## config.mk

```make
export PLATFORM = sky130hd
export DESIGN_NAME = if_fetch_stage
export DESIGN_NICKNAME = d
export VERILOG_FILES = /design/src/rtl/if_pkg.sv /design/src/rtl/if_fetch_stage_fifo.sv /design/src/rtl/if_fetch_stage.sv
export SDC_FILE = /design/constraint.sdc
export NUM_CORES = 1
export LEC_CHECK = 0
export CAP_MARGIN = 40
export CORE_MARGIN = 3
export CORE_UTILIZATION = 60
export DETAILED_ROUTE_END_ITERATION = 8
export PLACE_DENSITY = 0.85
export SLEW_MARGIN = 15
export SYNTH_ARGS = -nofsm -noshare
export SYNTH_HDL_FRONTEND = slang
export SYNTH_SLANG_ARGS = --single-unit
```

## constraint.sdc

```tcl
create_clock -name Clk -period 6.9 [get_ports Clk]
set_clock_uncertainty 0.2 [all_clocks]
set_input_delay 1.035 -clock Clk [delete_from_list [all_inputs] [get_ports Clk]]
set_output_delay 1.035 -clock Clk [all_outputs]
set_load 0.01 [all_outputs]
```

## src/rtl/if_pkg.sv

```systemverilog
// Shared types and constants for the instruction-fetch stage.
package if_pkg;

  localparam int unsigned INSTR_W = 32;
  localparam logic [INSTR_W-1:0] RESET_PC_DEFAULT = 32'h0000_0000;

  typedef enum logic [1:0] {
    IDLE  = 2'd0,
    WAIT  = 2'd1,
    DRAIN = 2'd2
  } fetch_state_t;

  typedef struct packed {
    logic [INSTR_W-1:0] instr;
    logic [INSTR_W-1:0] pcp4;
  } fifo_entry_t;

  // Force a byte address onto a word boundary.
  function automatic logic [INSTR_W-1:0] word_align(input logic [INSTR_W-1:0] addr);
    return {addr[INSTR_W-1:2], 2'b00};
  endfunction

endpackage

```

## src/rtl/if_fetch_stage_fifo.sv

```systemverilog
// Prefetch buffer: DEPTH-entry circular FIFO with synchronous flush.
module fetch_fifo
  import if_pkg::*;
#(
  parameter  int unsigned DEPTH = 4,
  localparam int unsigned PTR_W = $clog2(DEPTH),
  localparam int unsigned CNT_W = PTR_W + 1
) (
  input  logic              clk,
  input  logic              rst,
  input  logic              push,
  input  logic              pop,
  input  logic              flush,
  input  fifo_entry_t       wdata,
  output fifo_entry_t       head,
  output logic [CNT_W-1:0]  count,
  output logic              full,
  output logic              empty
);

  fifo_entry_t            mem [DEPTH];
  logic [PTR_W-1:0]       wptr;
  logic [PTR_W-1:0]       rptr;

  // Pointer and occupancy update; flush discards everything including same-cycle push/pop.
  always_ff @(posedge clk or posedge rst) begin
    if (rst) begin
      wptr  <= '0;
      rptr  <= '0;
      count <= '0;
    end else if (flush) begin
      wptr  <= '0;
      rptr  <= '0;
      count <= '0;
    end else begin
      if (push) wptr <= wptr + PTR_W'(1);
      if (pop)  rptr <= rptr + PTR_W'(1);
      if (push && !pop)      count <= count + CNT_W'(1);
      else if (pop && !push) count <= count - CNT_W'(1);
    end
  end

  // Storage array; contents are don't-care until written, reads are gated by count.
  always_ff @(posedge clk) begin
    if (push && !flush) mem[wptr] <= wdata;
  end

  assign head  = mem[rptr];
  assign empty = (count == '0);
  assign full  = (count == CNT_W'(DEPTH));

endmodule

```

## src/rtl/if_fetch_stage.sv

```systemverilog
// Instruction-fetch stage: sequential fetch over req/ack, prefetch buffering, redirect flush.
module if_fetch_stage
  import if_pkg::*;
#(
  parameter int unsigned         DEPTH    = 4,
  parameter logic [INSTR_W-1:0]  RESET_PC = RESET_PC_DEFAULT
) (
  input  logic                Clk,
  input  logic                Rst,
  output logic                MemReq,
  output logic [INSTR_W-1:0]  MemAddr,
  input  logic                MemAck,
  input  logic [INSTR_W-1:0]  MemData,
  input  logic                Redirect,
  input  logic [INSTR_W-1:0]  RedirectPC,
  input  logic                Stall,
  output logic                InstValid,
  output logic [INSTR_W-1:0]  Instruction,
  output logic [INSTR_W-1:0]  InstPCP4
);

  localparam int unsigned CNT_W = $clog2(DEPTH) + 1;

  fetch_state_t        state;
  fetch_state_t        state_n;
  logic [INSTR_W-1:0]  fetch_pc;
  logic [INSTR_W-1:0]  fetch_pc_n;
  logic [INSTR_W-1:0]  mem_addr_n;
  logic                mem_req_n;
  logic [INSTR_W-1:0]  redirect_pc;

  logic                push;
  logic                pop;
  logic                issue_ok;
  fifo_entry_t         wdata;
  fifo_entry_t         head;
  logic [CNT_W-1:0]    count;
  logic                full;
  logic                empty;

  fetch_fifo #(.DEPTH(DEPTH)) u_fifo (
    .clk   (Clk),
    .rst   (Rst),
    .push  (push),
    .pop   (pop),
    .flush (Redirect),
    .wdata (wdata),
    .head  (head),
    .count (count),
    .full  (full),
    .empty (empty)
  );

  // Flow-control terms; a redirect suppresses both FIFO ports.
  assign redirect_pc = word_align(RedirectPC);
  assign push        = (state == WAIT) && MemAck && !Redirect;
  assign InstValid   = !empty && !Redirect;
  assign pop         = InstValid && !Stall;
  assign wdata       = '{instr: MemData, pcp4: MemAddr + 32'd4};

  // Room for one more request after this cycle's push/pop (slot is reserved at issue).
  always_comb begin
    issue_ok = 1'b0;
    if (!push)    issue_ok = !full || pop;
    else if (pop) issue_ok = !full;
    else          issue_ok = (count < CNT_W'(DEPTH - 1));
  end

  // Head of FIFO to decode, forced to zero when nothing is buffered.
  assign Instruction = empty ? '0 : head.instr;
  assign InstPCP4    = empty ? '0 : head.pcp4;

  // State, fetch PC and registered memory request.
  always_ff @(posedge Clk or posedge Rst) begin
    if (Rst) begin
      state    <= IDLE;
      fetch_pc <= RESET_PC;
      MemReq   <= 1'b0;
      MemAddr  <= RESET_PC;
    end else begin
      state    <= state_n;
      fetch_pc <= fetch_pc_n;
      MemReq   <= mem_req_n;
      MemAddr  <= mem_addr_n;
    end
  end

  // Next-state logic; redirect dominates, and an issued request is never withdrawn.
  always_comb begin
    state_n    = state;
    fetch_pc_n = fetch_pc;
    mem_req_n  = MemReq;
    mem_addr_n = MemAddr;
    unique case (state)
      IDLE: begin
        if (Redirect) begin
          fetch_pc_n = redirect_pc;
        end else if (issue_ok) begin
          state_n    = WAIT;
          mem_req_n  = 1'b1;
          mem_addr_n = fetch_pc;
        end
      end
      WAIT: begin
        if (Redirect) begin
          state_n    = DRAIN;
          fetch_pc_n = redirect_pc;
        end else if (MemAck) begin
          fetch_pc_n = fetch_pc + 32'd4;
          if (issue_ok) begin
            mem_addr_n = fetch_pc + 32'd4;
          end else begin
            state_n   = IDLE;
            mem_req_n = 1'b0;
          end
        end
      end
      DRAIN: begin
        if (Redirect) begin
          fetch_pc_n = redirect_pc;
        end else if (MemAck) begin
          state_n   = IDLE;
          mem_req_n = 1'b0;
        end
      end
      default: begin
        state_n   = IDLE;
        mem_req_n = 1'b0;
      end
    endcase
  end

endmodule
```

After elaboration in Yosys (flattened, before gate mapping)
Memories as Yosys holds them, arrays and structs flattened.
Cells that the tools add are included.
{ "op_classes": {"n_shift": 0, "eq_ne": 14, "addsub": 6, "mux": 39, "n_lt_le_gt_ge": 1, "mul": 0, "n_bitwise": 0, "n_reduce_logical": 26, "div": 0} }
{ "op_table": {"columns": ["operator", "count"], "rows": [
  ["32-bit 2-to-1 mux", 10],
  ["32-bit case mux with 2 select lines", 2],
  ["32-bit by 3-bit adder with 32-bit output (second input constant)", 2],
  ["2-bit 2-to-1 mux", 11],
  ["2-bit inequality test (second input constant)", 8],
  ["6-bit AND reduction", 2],
  ["1-bit 2-to-1 mux", 11],
  ["3-bit 2-to-1 mux", 3],
  ["2-bit nonzero test", 4],
  ["1-bit logical AND", 7],
  ["7-bit AND reduction", 1],
  ["1-bit logical NOT", 6],
  ["3-bit inequality test (second input constant)", 2],
  ["2-bit case mux with 3 select lines", 1],
  ["2-bit by 1-bit adder with 2-bit output (second input constant)", 2],
  ["3-bit by 1-bit adder with 3-bit output (second input constant)", 1],
  ["3-bit == test (second input constant)", 1],
  ["3-bit logical NOT", 1],
  ["3-bit by 2-bit < comparator with 1-bit output (second input constant)", 1],
  ["1-bit case mux with 3 select lines", 1],
  ["3-bit AND reduction", 1],
  ["3-bit nonzero test", 1],
  ["3-bit by 1-bit subtractor with 3-bit output (second input constant)", 1],
  ["2-bit by 1-bit == test with 1-bit output (second input constant)", 1],
  ["other kinds (5)", 5]
]} }
{ "word_totals": {"latchBits": 0, "mem_bits_rw": 256, "reg_bits": 74, "out_inout_bits": 98, "mem_count": 1, "romBits": 0, "inputBits": 69} }
{ "mem_list": {"columns": ["memory", "depth", "width", "rd", "rd_clocked_by_memory_dff", "write_ports", "line_no", "rtl"], "rows": [
  ["u_fifo.mem", 4, 64, 1, 0, 1, "if_fetch_stage_fifo.sv:21", "fifo_entry_t mem [DEPTH];"]
]} }

Logic depth before layout (Yosys ltp)
{ "logic_depth": {"word_depth": 10, "mapped_depth": 9, "depth_no_buf": 7} }

Cells and area by module
From an unflattened synthesis, not the netlist that was laid out.
{ "unflattened": {"hier_cells": 979, "area_unflattened_um2": 14382.5} }
{ "modules_own_cells": {"columns": ["module", "instances", "cells_per_inst", "area_per_inst_um2"], "rows": [
  ["fetch_fifo", 1, 381, 9679.3],
  ["if_fetch_stage", 1, 598, 4703.3]
]} }

Worst setup path after synthesis
Ideal clock, no wire load.
{ "synth_timing": {"path_type": "input to register", "from": "input Redirect", "to": "memory u_fifo.mem[0][10] (netlist name), enable pin", "arrival_ns": 3.078, "required_ns": 6.273, "path_stages": 3, "slack_ns": 3.195, "path_buffers": 1, "path_cell_list": "clkbuf_1 -> and4bb_2 -> and2_1"} }
{ "synth_between": {"elab_chain_cells": 5} }
{ "synth_lines": {"columns": ["element", "line_no", "rtl"], "rows": [
  ["start, declared", "if_fetch_stage.sv:14", "input logic Redirect,"],
  ["1-bit logical NOT (*)", "if_fetch_stage_fifo.sv:45, if_fetch_stage.sv:56", null],
  ["1-bit logical AND", "if_fetch_stage.sv:56", "assign push = (state == WAIT) && MemAck && !Redirect;"],
  ["1-bit logical AND (*)", "if_fetch_stage_fifo.sv:45", "if (push && !flush) mem[wptr] <= wdata;"],
  ["1-bit 2-to-1 mux (*)", "if_fetch_stage_fifo.sv:45", null],
  ["1-bit 2-to-1 mux (not written as such) (*)", "if_fetch_stage_fifo.sv:45", null],
  ["end, declared", "if_fetch_stage_fifo.sv:21", null]
]} }
Every way passes the cells marked *; elsewhere a longest branch is shown, timed or not.

Final worst setup path
{ "layout_timing": {"from": "register u_fifo.rptr[0]", "to": "output InstPCP4[30]"} }
{ "layout_between": {"elab_chain_cells": 2} }
{ "layout_lines": {"columns": ["element", "line_no", "rtl"], "rows": [
  ["start, declared", "if_fetch_stage_fifo.sv:23", "logic [PTR_W-1:0] rptr;"],
  ["start signal, assigned", "if_fetch_stage_fifo.sv:37", "if (pop) rptr <= rptr + PTR_W'(1);"],
  ["memory read 4 x 64 bit", null, null],
  ["32-bit 2-to-1 mux", "if_fetch_stage.sv:71", "assign InstPCP4 = empty ? '0 : head.pcp4;"],
  ["end, declared", "if_fetch_stage.sv:19", "output logic [INSTR_W-1:0] InstPCP4"]
]} }
Every way passes these cells.

==> summary.txt <==
status - complete, no violations
CP delay by family, top - buffers and inverters
Synth cell types - 66
gr usage total - 24.5%
RSZ-0062 raised after global routing - false
H-tree depth - 1
largest net degree at the start of global routing - 64
Worst Tran Pin Value - 0.787 ns
row count - 55
setup ws final - 2.51 ns
Hold EP - MemAddr[12]
initial antenna violation count - 0
post_cts resized - 0
number of flops mapped to enable cells by yosys - 248
startpoint class of the critical path - flip-flop
CTS clk-pin slew, worst paths - 0.06 ns
slew margin rel. - 47.6%
FMAX - 0.228 GHz
Period minus WS final - 4.39 ns
Comb pwr share - 34.2%
Overflow after GRT - 0
Post-CTS Setup Repair Bufs - 0
Hold Startpoint - MemAddr[12]
max incr delay on CP - 0.66 ns
Longest Clk Path Bufs - 3
M3 GR Usage - 4.15%
Post-Syn Area per Cell - 14.3 um^2
FF/Latch Area - 9200 um^2
flops & latches, synth - 318
via count - 8995
hold path depth - 2
DR iter-0 viols - 996
Core Footprint - 22900 um^2
layout cell share with drive strength beyond 1 - 13.5%
power share of the clock group - 24.0%
met2 Use GR - 40.5%
Flop pwr share - 41.9%
Initial Util - 61.9%
wire per inst - 21.4 um
Max Slew Vio Count - 0
total negative slack - 0 ns
gr busiest metal - met2
worst ir drop on vdd - 0.000216 V
Buffers on Ports - 160
Worst Path Max Fanout - 34
R2R Setup Slk - 3.98 ns
Post-DP HPWL - 19700 um
internal cell power - 4.54 mW
Power Density - 395 nW/um^2
Final Hold Vio Count - 0
FF-to-FF End - u_fifo.mem[0][2]
hold_buf cts - 0
Multi-input gate area - 4610 um^2
Post-synth ARST share - 22.0%
Final nets - 1206
CP max-delay cell - dfrtp_4
fin crit share - 63.7%
first drt pass iteration count - 5
count of final setup violators - 0
Cell Area, Synth - 14200 um^2
P_sw - 2.24 mW
met1 GRT Util - 34.9%
Leak - 5.80 nW
DRC Markers - 0
FILL cells - 1370
Seq/Total Area, Yosys - 64.9%
n_diodes - 0
vias in the first global route - 8988
synthesized instance count - 988
Clk Tree Root Cell - clkbuf_16
max_cap viols - 0
crit end category - output port
Num CTS Buffers - 31
GPL Wtd Cong - 0.866
dpl ws - 2.62 ns
CP Depth - 5
Cell Chain, Critical Path - buf_16 > buf_4 > mux4_2 > nor2b_1 > clkdlybuf4s50_1
Die W - 160 um
I/O pin cnt - 167
vias per cell - 6.14
routed wire length - 31300 um
CTS tree - yes
Hold/Removal Path Class - flip-flop to flip-flop
Design Power - 6.78 mW
CP Class - flip-flop to output port
die area - 25500 um^2
clk_lat worst skew - 0.54 ns
Reg2Reg Depth - 3
Worst EP required - 5.66 ns
P&R area growth vs syn - 21.0%
buffer and inverter count on the worst path - 3
Sw Ratio - 33.0%
r2r startpoint - state[1]
post-route ant nets - 0
Yosys Warn Count - 0
Top FF cell, synth - edfxtp_1
first-pass GRT wire length - 49900 um
die height - 160 um
arrival time worst endpoint - 3.16 ns
clk sink count - 318
stage by stage:
| step | hold WS, ns | area (um^2) | instances | util (%) |
|---|---|---|---|---|
| after detailed placement | 0.358 | 16200 | 1409 | 70.5 |
| after floorplan | 0.321 | 14200 | 991 | - |
| after global placement | 0.336 | 16000 | 1401 | 69.7 |
| after CTS | 0.368 | 17100 | 1465 | 74.7 |
| final | 0.357 | 17200 | 1466 | 74.9 |
| after global routing | 0.410 | 17200 | 1466 | 74.9 |
cell usage in the layout (no fill, tap or decap), types with 9 or more instances in the layout:
cell             instances
mux4_2                  62
nor2b_1                 65
clkdlybuf4s50_1        160
nand2_1                 75
edfxtp_1               248
o21ai_0                 22
xnor2_1                 29
clkbuf_16               31
dfrtp_1                 68
nor3_1                   9
a21oi_1                 34
buf_4                   15
nor2_1                  48
nand4_1                 12
xor2_1                  23
nand3_1                 35
and3_1                  11
o21ai_1                 17
inv_1                   16
and4_1                   9
a31oi_1                 11
sequential cells by signal (all words and copies together), names as in the netlist:
register      flops
u_fifo.mem      248
MemAddr          30
fetch_pc         30
u_fifo.count      3
state             2
u_fifo.rptr       2
u_fifo.wptr       2
MemReq            1
routing by layer:
| metal | vias to the layer above | share of wire [%] | routed length, um |
|---|---|---|---|
| li1 | 4013 | - | - |
| met1 | 4496 | 41 | 12900 |
| met2 | 438 | 49 | 15400 |
| met3 | 48 | 7.9 | 2480 |
| met4 | 0 | 1.8 | 567 |
| met5 | - | 0 | 0 |
layout make-up:
cell class              instances  area share (%)
clock buffers                  35            4.61
inverters                      18           0.394
repair buffers                183            11.1
multi-input cells             578            26.9
flip-flops and latches        318            53.7
clock inverters                21            1.08
well taps                     313            2.28
tightest hold or removal path, cell delays in order, from the launching register on:
cell and delay, ns:
dfrtp_1 0.39, nand2_1 0.06, o21ai_0 0.07
logic make-up (layout without fill, tap and decap cells):
logic type	Yosys count	count (layout)	share of synthesized area, %
adders and majority gates	7	7	0.671
xor gates and xnor gates	52	52	3.21
other	1	4	0.0265
AOI/OAI and AO/OA	144	144	6.55
DFF	318	318	64.9
and+or+nand+nor	303	303	11.5
muxes	68	68	10.3
buffers and inverters	95	257	2.84
worst max path at each step:
stage                         from           endpoint  slack (ns)
CTS                 u_fifo.rptr[0]    Instruction[27]        2.45
global route        u_fifo.rptr[0]       InstPCP4[30]        2.33
global placement          Redirect  u_fifo.mem[2][49]        2.53
detailed placement        Redirect   u_fifo.mem[0][5]        2.62
floorplan                 Redirect  u_fifo.mem[0][10]        3.20
finish              u_fifo.rptr[0]       InstPCP4[30]        2.51
power groups by stage:
stage	registers, mW	logic [mW]	clock network (mW)
4_1_cts	2.83	2.33	1.64
2_1_floorplan	2.70	1.46	0
6_report	2.84	2.32	1.62
3_3_place_gp	2.90	2.14	0
3_5_place_dp	2.86	2.31	0
5_1_grt	2.88	2.51	1.73
Yosys cell counts, drive strengths merged (11+ instances only):
master  instances  area [um^2]
dfrtp          70         1750
xor2           23          201
edfxtp        248         7450
nand2          75          282
nand3          35          175
a21oi          35          175
a31oi          11         68.8
nor3           12         70.1
nor2           50          190
buf            25          140
mux4           62         1400
nand4          15          113
inv            17         63.8
o21ai          39          195
and3           11         68.8
nor2b          65          407
clkbuf         52          195
xnor2          29          254
(Power assumes the default switching activity.)
